$ cat config.mk
export PLATFORM = sky130hd
export DESIGN_NAME = uart_tx_arbiter
export DESIGN_NICKNAME = d
export VERILOG_FILES = /design/src/rtl/uart_tx_arbiter.sv
export SDC_FILE = /design/constraint.sdc
export NUM_CORES = 1
export LEC_CHECK = 0
export BUFFER_PORTS_ARGS = -buffer_cell sky130_fd_sc_hd__buf_2
export CORE_MARGIN = 2
export CORE_UTILIZATION = 45
export CTS_BUF_LIST = sky130_fd_sc_hd__clkbuf_8
export CTS_CLUSTER_DIAMETER = 80
export DETAILED_ROUTE_END_ITERATION = 12
export PLACE_DENSITY = 0.69
export SYNTH_ARGS = -nofsm -noshare
export SYNTH_HDL_FRONTEND = slang
export SYNTH_SLANG_ARGS = --single-unit
$ cat constraint.sdc
create_clock -name CLK -period 2 [get_ports CLK]
set_clock_uncertainty 0.15 [all_clocks]
set_input_delay 0.2 -clock CLK [delete_from_list [all_inputs] [get_ports CLK]]
set_output_delay 0.2 -clock CLK [all_outputs]
set_load 0.01 [all_outputs]
$ cat src/rtl/uart_tx_arbiter.sv
// Purpose : round-robin scheduler of the UART transmitter between RF read data (1 byte) and ALU results (2 bytes, LSB first).
// Latency : source valid at cycle N -> pending at N+1 -> TX_Data_Valid at N+2 when idle and TX_Busy is low.
// Backpr. : one-entry buffer per source; a valid arriving while that buffer is still occupied is dropped and flagged on *_Drop.
//
// Ports:
//   CLK, RST                    clock (rising edge), asynchronous active-low reset
//   RdData / RdData_Valid       register-file read byte and its one-cycle strobe
//   ALU_OUT / ALU_OUT_Valid     ALU result word and its one-cycle strobe
//   TX_Busy                     UART transmitter busy, already in the CLK domain
//   TX_P_Data / TX_Data_Valid   registered byte to the UART and its one-cycle strobe
//   clk_div_en                  UART clock-divider enable while traffic is outstanding
//   RF_Drop / ALU_Drop          one-cycle pulses, a source strobe was lost to a full buffer
module uart_tx_arbiter #(
  parameter int DATA_WIDTH   = 8,
  parameter int OUT_WIDTH    = 16,
  parameter int BUSY_TIMEOUT = 16
) (
  input  logic                  CLK,
  input  logic                  RST,
  input  logic [DATA_WIDTH-1:0] RdData,
  input  logic                  RdData_Valid,
  input  logic [OUT_WIDTH-1:0]  ALU_OUT,
  input  logic                  ALU_OUT_Valid,
  input  logic                  TX_Busy,
  output logic [DATA_WIDTH-1:0] TX_P_Data,
  output logic                  TX_Data_Valid,
  output logic                  clk_div_en,
  output logic                  RF_Drop,
  output logic                  ALU_Drop
);

  localparam int CW = (BUSY_TIMEOUT > 2) ? $clog2(BUSY_TIMEOUT) : 1;

  typedef enum logic [1:0] {IDLE, SEND, WAIT_HI, WAIT_LO} state_t;

  state_t                state, state_nxt;
  logic                  rf_pend, alu_pend;
  logic [DATA_WIDTH-1:0] rf_buf;
  logic [OUT_WIDTH-1:0]  alu_buf;
  logic                  last_alu;   // 1: ALU was served last
  logic                  grant_alu;  // source of the transaction in flight
  logic                  byte_idx;   // 0: ALU low byte, 1: ALU high byte
  logic [CW-1:0]         busy_cnt;

  logic grant, pick_alu, load_hi, done, cnt_clr, cnt_inc;
  logic rf_clr, alu_clr;

  // A tie goes to the source not served last; a lone requester always wins.
  assign pick_alu = alu_pend & (~rf_pend | ~last_alu);

  always_ff @(posedge CLK or negedge RST) begin
    if (!RST) state <= IDLE;
    else      state <= state_nxt;
  end

  always_comb begin
    state_nxt = state;
    grant     = 1'b0;
    load_hi   = 1'b0;
    done      = 1'b0;
    cnt_clr   = 1'b0;
    cnt_inc   = 1'b0;
    case (state)
      IDLE: begin
        if (!TX_Busy && (rf_pend || alu_pend)) begin
          grant     = 1'b1;
          state_nxt = SEND;
        end
      end
      SEND: begin
        cnt_clr   = 1'b1;
        state_nxt = WAIT_HI;
      end
      WAIT_HI: begin
        // A UART that never raises busy is assumed to have taken the byte.
        if (TX_Busy || busy_cnt == CW'(BUSY_TIMEOUT - 1)) state_nxt = WAIT_LO;
        else                                             cnt_inc   = 1'b1;
      end
      WAIT_LO: begin
        if (!TX_Busy) begin
          if (grant_alu && !byte_idx) begin
            load_hi   = 1'b1;
            state_nxt = SEND;
          end else begin
            done      = 1'b1;
            state_nxt = IDLE;
          end
        end
      end
      default: state_nxt = IDLE;
    endcase
  end

  assign TX_Data_Valid = (state == SEND);
  assign clk_div_en    = rf_pend | alu_pend | (state != IDLE);

  // The buffer of the finishing source frees up in the same cycle, so a new
  // strobe arriving then is captured instead of dropped.
  assign rf_clr  = done & ~grant_alu;
  assign alu_clr = done &  grant_alu;

  always_ff @(posedge CLK or negedge RST) begin
    if (!RST) begin
      rf_pend   <= 1'b0;
      rf_buf    <= '0;
      alu_pend  <= 1'b0;
      alu_buf   <= '0;
      RF_Drop   <= 1'b0;
      ALU_Drop  <= 1'b0;
      last_alu  <= 1'b1;
      grant_alu <= 1'b0;
      byte_idx  <= 1'b0;
      busy_cnt  <= '0;
      TX_P_Data <= '1;
    end else begin
      RF_Drop  <= 1'b0;
      ALU_Drop <= 1'b0;

      if (RdData_Valid && (!rf_pend || rf_clr)) begin
        rf_buf  <= RdData;
        rf_pend <= 1'b1;
      end else if (RdData_Valid) begin
        RF_Drop <= 1'b1;
      end else if (rf_clr) begin
        rf_pend <= 1'b0;
      end

      if (ALU_OUT_Valid && (!alu_pend || alu_clr)) begin
        alu_buf  <= ALU_OUT;
        alu_pend <= 1'b1;
      end else if (ALU_OUT_Valid) begin
        ALU_Drop <= 1'b1;
      end else if (alu_clr) begin
        alu_pend <= 1'b0;
      end

      if (grant) begin
        grant_alu <= pick_alu;
        byte_idx  <= 1'b0;
        TX_P_Data <= pick_alu ? alu_buf[DATA_WIDTH-1:0] : rf_buf;
      end

      // High byte comes from the captured word; the live ALU_OUT may have moved on.
      if (load_hi) begin
        byte_idx  <= 1'b1;
        TX_P_Data <= alu_buf[OUT_WIDTH-1:DATA_WIDTH];
      end

      if (done) last_alu <= grant_alu;

      if (cnt_clr)      busy_cnt <= '0;
      else if (cnt_inc) busy_cnt <= busy_cnt + CW'(1);
    end
  end

endmodule
== After elaboration in Yosys (flattened, before gate mapping) ==
Cells that the tools add are included.

* Add/subtract/negate cells: 1
* Eq/ne operators: 9
* Mux-type cells: 33
* Bitwise operators: 9
* Reduce and logical (&&, ||, !) cells: 21

{| class="wikitable"
|+ Operator list
! kind !! count
|-
| $mux W1 || 24
|-
| $mux W8 || 3
|-
| $reduce_bool A2 Y1 || 5
|-
| $mux W4 || 2
|-
| $pmux W2 S4 || 1
|-
| $mux W2 || 3
|-
| $ne A2 B2 Y1 const B || 3
|-
| $add A4 B1 Y4 const B || 1
|-
| $eq A2 B2 Y1 const B || 2
|-
| $eq A4 B4 Y1 const B || 1
|-
| $logic_and A1 B1 Y1 || 4
|-
| $logic_not A1 Y1 || 4
|-
| $logic_or A1 B1 Y1 || 4
|-
| $ne A2 B1 Y1 const B || 2
|-
| $reduce_and A2 Y1 || 2
|-
| $and A1 B1 Y1 || 3
|-
| $not A1 Y1 || 3
|-
| $or A1 B1 Y1 || 3
|-
| $reduce_and A3 Y1 || 1
|-
| $eq A2 B1 Y1 const B || 1
|-
| $logic_not A2 Y1 || 1
|}

* Register bits: 45
* Input bits: 29
* Output and inout bits: 12
* Word-level logic and storage cells: 85

== Logic depth before layout (Yosys ltp) ==
Gate-level depths: netlist of the first run.

* Depth in word-level cells: 10
* Depth in mapped cells: 7
* Mapped depth without buffers: 6

== Worst setup path after synthesis of the first run ==
No wires, ideal clock.

* Path kind: register -> register
* From: reg state[0]
* To: reg state[1]
* Setup time: 0.125 ns
* Arrival: 1.663 ns
* Required time: 1.725 ns
* Setup slack: 0.063 ns
* Stages on the path, launching flop included: 6
* Path buffers: 0
* Period minus slack after synthesis: 1.937 ns
* Cell sequence: dfrtp_1 -> inv_1 -> ha_1 -> or3b_2 -> o211ai_1 -> mux2_2

* Cells in the longest elaborated chain, start to end: 3
* Elaborated cells between the ends (all ways): 9
* Classes of those cells: eq/ne: 6; mux: 1; reduce/logical: 2

{| class="wikitable"
|+ Ends and longest elaborated chain
! element !! RTL line !! text
|-
| start: declaration || 36 || <nowiki>state_t state, state_nxt;</nowiki>
|-
| start signal: assignment || 53 || <nowiki>else state <= state_nxt;</nowiki>
|-
| $eq A2 B2 Y1 or $logic_not A2 Y1 (tied branches) || 63 || <nowiki>case (state)</nowiki>
|-
| $ne A2 B2 Y1 (no line) || -- ||
|-
| $reduce_and A3 Y1 (no line) || -- ||
|}

Parallel ways exist; a longest one is shown, timed or not.
A chain may end at the register's enable or synchronous reset.

== Worst setup path after layout of the first run ==
* From: reg state[1]
* To: reg alu_buf[14]

* Cells in the longest elaborated chain, start to end: 5

{| class="wikitable"
|+ Ends and longest elaborated chain
! element !! RTL line !! text
|-
| $eq A2 B2 Y1 || 63 ||
|-
| $mux W1 || 63 ||
|-
| $and A1 B1 Y1 || 100 || <nowiki>assign alu_clr = done & grant_alu;</nowiki>
|-
| $logic_or A1 B1 Y1 || 128 || <nowiki>if (ALU_OUT_Valid && (!alu_pend || alu_clr)) begin</nowiki>
|-
| $logic_and A1 B1 Y1 || 128 ||
|-
| end signal: assignment || 107 || <nowiki>alu_buf <= '0;</nowiki>
|-
| end signal: assignment || 129 || <nowiki>alu_buf <= ALU_OUT;</nowiki>
|-
| end: declaration || 39 || <nowiki>logic [OUT_WIDTH-1:0] alu_buf;</nowiki>
|}

Every way passes these cells.

==> run metrics, run 1 <==
outcome finished clean; Core Rows 24; first-pass detailed-route iteration total 4; die height 71.8 µm; setup violators final 0; synthesized instance count 161; Seq/Total Area, Yosys 55.1%; Vias 1442; Layout Area Growth over Synthesis 34.5%; Async SR Flop Fraction 100%; leakage 1.28 nW; min Tclk post-route 1.96 ns; measured slew at the worst slew-check pin 0.617 ns; pin count of the biggest net entering global routing 46; area of the multi-input gates 897 µm²; Slew Viols, Final 0; RD Place Congestion 0.747; Net Count, Synth 196; Yosys top cell area share 43.6%; vias in the first global route 1457; Initial Utilization 47.1%; vias per inst 4.90; worst hold path startpoint TX_Busy; Distinct cells, synth 39; worst setup margin 0.0428 ns; pre-CTS setup slack 0.0108 ns; DRC viols 0; area of the core 4380 µm²; Cell Area, Placed 2380 µm²; Tightest Hold Check Type in2reg; final hold vios 0; worst-path maximum fanout 16; post-route ant nets 0; gr ovfl total 0; worst relative slew slack 58.7%; first-pass GRT wire length 6800 µm; area leader, netlist dfrtp_1; Die W 71.8 µm; root buffer cell clkbuf_8; io pins 41; Max Clock Freq 511 MHz; CP Data Arrival Time 2.00 ns; CP Capture Type flop; critical path required time 2.04 ns; Max clock buf depth 2; kind of critical path reg2reg; Ys Warns 0; initial antenna violation count 0; maximum vdd ir drop 0.572 mV; most used flip-flop cell after synthesis dfrtp_1; average cell area after synthesis 12.8 µm²; commonest cells after routing, fill and taps aside buf_2, dfrtp_1, dlygate4sd3_1; register area 1140 µm²; Final #Nets 276; Clock Latency Late Sink 0.30 ns; reg2reg start state[1]; ranking of synthesized cells by area dfrtp_1, dfstp_2, mux2_2; diode count 0; FF+latch count, synth 45; Post-synth EDFFs 0; routed len/inst 14.1 µm; CP startpoint state[1]; share of layout cells above drive strength 1 42.6%; Layout fillers 325; H-tree Lvls 2; Worst setup SP type flop; period utilization 97.9%; Pwr per Cell Area 1270 nW/µm²; Post-Route WL 4150 µm; commonest non-fill, non-tap cell in the layout buf_2; initial DRC count 81; Worst-path clk slew 0.09 ns; CTS buffer count 5; GRT Util Overall 17.1%; fin area 2780 µm²; CTS tree yes; max-cap violations 0; Clock Sinks 45; Die Area 5150 µm²; Mapped Area 2070 µm²; post-DP HPWL 2850 µm; Buffers on Ports 40
## report_power, final
part / leakage [nW] / internal (mW) / switching [mW]
Sequential: 0.529 / 1.36 / 0.260
Combinational: 0.702 / 0.776 / 0.574
Clock: 0.0447 / 0.252 / 0.323
Total: 1.28 / 2.38 / 1.16
## metal layers
layer | GRT usage [%] | wire length (µm)
met5 | 0 | 0
met4 | 5.03 | 37
met3 | 3.80 | 162
met2 | 26.0 | 1850
met1 | 24.7 | 2110
## critical path: stages, from the launching register on
cell and delay [ns]:
dfrtp_1 0.42, ha_1 0.28, and3b_1 0.23, a21boi_2 0.08
nor2b_2 0.17, buf_12 0.18, mux2_2 0.34
## cell usage after synthesis (all sizes together), types with 2 or more instances
cell type / n
nor2: 7
nand3: 4
nor3b: 3
nand2b: 2
mux2: 26
a21boi: 2
buf: 3
a221o: 8
xor2: 2
inv: 4
dfrtp: 36
a21oi: 9
nand2: 20
dfstp: 9
o21ai: 3
ha: 6
## what timing repair did
item | in CTS | in global routing
endpoints found under the setup margin | 2 | 14
setup buffers | 1 | 2
resized for setup | 2 | 2
hold buffers | 27 | 0
endpoints found under the hold margin | 73 | 0
## path summary, 6_finish.rpt
path / end / cells past startpoint / slack, ns
min in group asynchronous: ALU_Drop / 3 / 0.25
setup / recovery: alu_buf[14] / 6 / 0.04
hold / removal: last_alu / 3 / 0.22
setup reg to reg: alu_buf[14] / 6 / 0.04
hold reg to reg: rf_buf[2] / 1 / 0.36
max in group asynchronous: TX_P_Data[5] / 3 / 1.18
## per-stage QoR
step	power (mW)	hold slack, ns	util, %	TNS, ns	instances
2_1_floorplan	2.47	-0.246	-	0	161
3_3_place_gp	2.83	0.0466	54.2	0	256
5_1_grt	3.80	0.232	63.4	-0.0203	294
4_1_cts	3.50	0.214	62.8	0	292
6_report	3.54	0.221	63.4	0	294
3_5_place_dp	2.86	0.0479	54.2	0	256
## cells by family (layout without fill, tap and decap cells)
family                   Yosys count  count (layout)  share of synthesized area [%]
buffers and inverters              8              89                           2.36
multiplexers                      26              26                           16.0
adder cells (fa/ha/maj)            6               6                           3.63
AO/OA/AOI/OAI                     26              26                           9.33
flip-flops                        45              45                           55.1
XOR/XNOR                           3               3                           1.27
AND/OR/NAND/NOR                   47              47                           12.4
## state kept, by name (all words and copies together) (netlist names), 2 cells and up
register and count:
TX_P_Data 8, rf_buf 8, alu_buf 16, busy_cnt 4, state 2
## layout make-up
class / instances / area share (%)
clock inverters: 3 / 0.900
repair buffers: 77 / 20.5
well taps: 52 / 2.34
inverters: 4 / 0.540
clock buffers: 5 / 2.48
flip-flops and latches: 45 / 40.9
multi-input cells: 108 / 32.3
No activity file was read; power rests on OpenSTA's default activity.
==> inputs of run 2 (changes only) <==
--- a/config.mk
+++ b/config.mk
@@ -12,6 +12,8 @@
 export CTS_CLUSTER_DIAMETER = 80
 export DETAILED_ROUTE_END_ITERATION = 12
 export PLACE_DENSITY = 0.69
+export REMOVE_ABC_BUFFERS = 1
+export SLEW_MARGIN = 20
 export SYNTH_ARGS = -nofsm -noshare
 export SYNTH_HDL_FRONTEND = slang
 export SYNTH_SLANG_ARGS = --single-unit
==> run metrics, run 2 (synthesis results as in run 1) <==
root buffer cell clkbuf_8; gr ovfl total 0; setup violators final 0; Clock Latency Late Sink 0.30 ns; Post-Route WL 4630 µm; hold_ws 0.182 ns; kind of critical path reg2reg; Reg power frac 45.7%; routed len/inst 15.7 µm; vias per inst 5.21; final core occ 63.1%; CP Capture Type flop; Worst-path clk slew 0.08 ns; Slew Viols, Final 0; initial DRC count 46; DRC viols 0; worst relative slew slack 76.8%; Layout Cells excl Fill 294; max-cap violations 0; initial antenna violation count 0; post-route ant nets 0; measured slew at the worst slew-check pin 0.345 ns; Int Power 2.36 mW; Tightest Hold Check Type in2async; register area 1140 µm²; post-placement cell count 258; Net Switching 1.17 mW; worst-path maximum fanout 4; commonest non-fill, non-tap cell in the layout buf_2; Combinational Power Share 38.2%; Layout Area Growth over Synthesis 33.9%; Final #Nets 276; Buffers on Ports 40; Clock Sinks 45; CP Data Arrival Time 1.99 ns; Core Rows 24; vias in the first global route 1537; fin area 2770 µm²; Pwr per Cell Area 1280 nW/µm²; Initial Utilization 47.1%; max FFs per register 16; leakage 1.27 nW; maximum vdd ir drop 0.549 mV; commonest cells after routing, fill and taps aside buf_2, dfrtp_1, dlygate4sd3_1; biggest regs alu_buf x16, TX_P_Data x8, rf_buf x8; outcome finished clean; Cell Area, Placed 2380 µm²; area of the multi-input gates 900 µm²; diode count 0; sw frac 33.1%; RD Place Congestion 0.752; Max clock buf depth 2; share of layout cells above drive strength 1 43.4%; Die W 71.8 µm; GRT Util Overall 19.1%; critical path required time 2.04 ns; period utilization 97.3%; die height 71.8 µm; min Tclk post-route 1.95 ns; Vias 1532; CTS tree yes; area of the core 4380 µm²; Worst setup SP type flop; pin count of the biggest net entering global routing 18; H-tree Lvls 2; post-DP HPWL 2990 µm; Most flops, register alu_buf; Die Area 5150 µm²; Layout fillers 355; final hold vios 0; io pins 41; clock power share 16.1%; CTS buffer count 5; first-pass detailed-route iteration total 4; Max Clock Freq 514 MHz; first-pass GRT wire length 7500 µm
run 2: cell counts in the layout (fill, tap and decap cells not counted):
No cell type changed its count.
run 2: power by group through the flow:
stage / clock [mW] / sequential, mW / combinational [mW]
floorplan: 0 / 1.59 / 0.858
global placement: 0 / 1.62 / 1.22
detailed placement: 0 / 1.62 / 1.25
CTS: 0.588 / 1.61 / 1.32
global route: 0.623 / 1.67 / 1.49
finish: 0.568 / 1.62 / 1.35
run 2: final cells by class:
cell class / instances / share of cell area [%]
clock buffer: 5 / 2.49
clock inverter: 3 / 0.769
inverter: 4 / 0.543
multi-input combinational: 108 / 32.5
sequential: 45 / 41.1
tap: 52 / 2.35
timing repair buffer: 77 / 20.2
run 2: worst paths after layout:
| kind | slack (ns) | endpoint | cells after the start | from |
|---|---|---|---|---|
| max | 0.05 | state[1] | 5 | state[0] |
| max reg2reg | 0.05 | state[1] | 5 | state[0] |
| min in group CLK | 0.24 | last_alu | 3 | TX_Busy |
| max in group asynchronous | 0.92 | TX_P_Data[0] | 3 | RST |
| min | 0.18 | busy_cnt[3] | 2 | RST |
| min reg2reg | 0.36 | rf_buf[5] | 1 | rf_buf[5] |
run 2: per-layer routing:
| layer | wire length [µm] | vias to the layer above | track usage (%) | share of wire, % |
|---|---|---|---|---|
| li1 | - | 731 | - | - |
| met1 | 2260 | 737 | 26.8 | 49 |
| met2 | 2040 | 49 | 27.6 | 44 |
| met3 | 177 | 15 | 3.38 | 3.8 |
| met4 | 149 | 0 | 11.5 | 3.2 |
| met5 | 0 | - | 0 | 0 |
run 2: repair_timing:
| action | in CTS | in global routing |
|---|---|---|
| hold buffers | 27 | 0 |
| endpoints found under the hold margin | 44 | 0 |
| gates resized for setup | 1 | 5 |
| buffers inserted | 1 | 0 |
| endpoints found under the setup margin | 2 | 17 |
run 2: critical path, cell delays in order, from the launching register on:
cell      delay (ns)
dfrtp_1         0.43
inv_2           0.10
ha_4            0.14
or3b_2          0.46
o211ai_1        0.18
mux2_2          0.38
run 2: through the flow:
step | setup TNS [ns] | setup slack [ns] | power, mW
after global routing | -0.00869 | -0.00655 | 3.79
final | 0 | 0.0532 | 3.54
after CTS | 0 | 0.00842 | 3.52
after detailed placement | 0 | 0.00562 | 2.88
after global placement | 0 | 0.0574 | 2.84
after floorplan | -8.80 | -0.594 | 2.45
==> inputs of run 3 (changes only) <==
--- a/config.mk
+++ b/config.mk
@@ -7,11 +7,12 @@
 export LEC_CHECK = 0
 export BUFFER_PORTS_ARGS = -buffer_cell sky130_fd_sc_hd__buf_2
 export CORE_MARGIN = 2
-export CORE_UTILIZATION = 45
+export CORE_UTILIZATION = 32
 export CTS_BUF_LIST = sky130_fd_sc_hd__clkbuf_8
 export CTS_CLUSTER_DIAMETER = 80
+export CTS_CLUSTER_SIZE = 30
 export DETAILED_ROUTE_END_ITERATION = 12
-export PLACE_DENSITY = 0.69
+export PLACE_DENSITY = 0.52
 export REMOVE_ABC_BUFFERS = 1
 export SLEW_MARGIN = 20
 export SYNTH_ARGS = -nofsm -noshare
==> run metrics, run 3 (synthesis results as in run 1) <==
worst hold path startpoint TX_Busy; CP Data Arrival Time 1.56 ns; max FFs per register 16; pin count of the biggest net entering global routing 46; Clock Latency Late Sink 0.30 ns; GRT Util Overall 13.2%; post-route ant nets 0; commonest cells after routing, fill and taps aside buf_2, dfrtp_1, dlygate4sd3_1; initial antenna violation count 0; gr ovfl total 0; DRC viols 0; kind of critical path reg2out; maximum vdd ir drop 0.494 mV; worst relative slew slack 47.8%; Clock Sinks 45; RD Place Congestion 0.686; io pins 41; Initial Utilization 32.7%; measured slew at the worst slew-check pin 0.782 ns; setup_tns 0 ns; routed len/inst 13.6 µm; crit-path leading delay family simple AND/OR/NAND/NOR gates; biggest regs alu_buf x16, TX_P_Data x8, rf_buf x8; Cell Area, Placed 2420 µm²; crit path cell chain inv_2 -> ha_4 -> or3b_2 -> buf_2; CP startpoint state[0]; outcome finished clean; Max clock buf depth 2; area of the core 6310 µm²; Final Power 3.53 mW; CTS buffer count 5; post-DP HPWL 2920 µm; Layout Area Growth over Synthesis 35.7%; Pwr per Cell Area 1260 nW/µm²; Max Clock Freq 523 MHz; commonest non-fill, non-tap cell in the layout buf_2; die height 84.3 µm; Die W 84.3 µm; unrepaired setup endpoints after global routing false; setup violators final 0; Post-Route WL 4360 µm; H-tree Lvls 2; Tightest Hold Check Type in2reg; Worst setup SP type flop; fin area 2800 µm²; Final #Nets 277; pre-CTS setup slack 0.0641 ns; Slew Viols, Final 0; leakage 1.27 nW; worst-path maximum fanout 4; Max stage delay cell, worst path or3b_2; root buffer cell clkbuf_8; critical path required time 1.65 ns; Vias 1500; worst path buffer plus inverter count 2; max-cap violations 0; min Tclk post-route 1.91 ns; vias in the first global route 1548; CP max stage delay 0.46 ns; Buffers on Ports 40; vias per inst 4.69; share of layout cells above drive strength 1 43.6%; Worst-path clk slew 0.09 ns; first-pass GRT wire length 7480 µm; reg2reg start state[1]; CP Capture Type primary output; diode count 0; Die Area 7110 µm²; CTS tree yes; initial DRC count 41; Most flops, register alu_buf; Core Rows 29; period utilization 95.7%; post-placement cell count 284; final hold vios 0; worst setup margin 0.0868 ns; first-pass detailed-route iteration total 4; Layout Cells excl Fill 320
run 3: cell count changes in the layout (fill, tap and decap cells not counted), sizes merged:
cell / change
clkinvlp: -1
buf: +1
inv: -1
clkinv: +2
run 3: layout make-up:
type / count / area [µm²]
Clock buffer: 5 / 68.8
Clock inverter: 3 / 22.5
Fill cell: 615 / 3510
Inverter: 4 / 15.0
Multi-Input combinational cell: 108 / 897
Sequential cell: 45 / 1140
Tap cell: 77 / 96.3
Timing Repair Buffer: 78 / 566
run 3: worst min-delay path, stage by stage:
cell and delay (ns):
buf_2 0.14, nand2b_4 0.16, o22a_1 0.14
run 3: per-stage QoR:
stage	hold WS, ns	utilization, %
6_report	0.223	44.4
5_1_grt	0.228	44.4
4_1_cts	0.211	44.0
3_5_place_dp	0.175	38.3
3_3_place_gp	0.180	38.3
2_1_floorplan	-0.246	-
run 3: path summary, 6_finish.rpt:
check / endpoint / slack [ns] / cells after the start
min reg2reg: TX_P_Data[7] / 0.36 / 1
max in group asynchronous: state[0] / 0.93 / 3
min in group asynchronous: busy_cnt[0] / 0.35 / 3
min: last_alu / 0.22 / 3
max: clk_div_en / 0.09 / 4
max reg2reg: alu_buf[13] / 0.12 / 6
run 3: what timing repair did:
action,4_1_cts,5_1_grt
hold buffers,27,0
hold endpoints to repair,64,0
gates resized for setup,0,6
setup buffers,0,1
setup endpoints to repair,0,18
run 3: power breakdown:
| group | total, mW | internal [mW] | switching, mW | leakage (nW) |
|---|---|---|---|---|
| Clock | 0.571 | 0.248 | 0.323 | 0.0481 |
| Sequential | 1.61 | 1.36 | 0.250 | 0.528 |
| Combinational | 1.35 | 0.765 | 0.585 | 0.698 |
| Total | 3.53 | 2.37 | 1.16 | 1.27 |
run 3: per-layer routing:
metal  track usage [%]  up-vias  wire length, µm
met5                 0        -                0
met4              3.75        0               34
met3              3.24        4              139
met2              21.6       31             2070
met1              17.5      730             2120
li1                  -      735                -
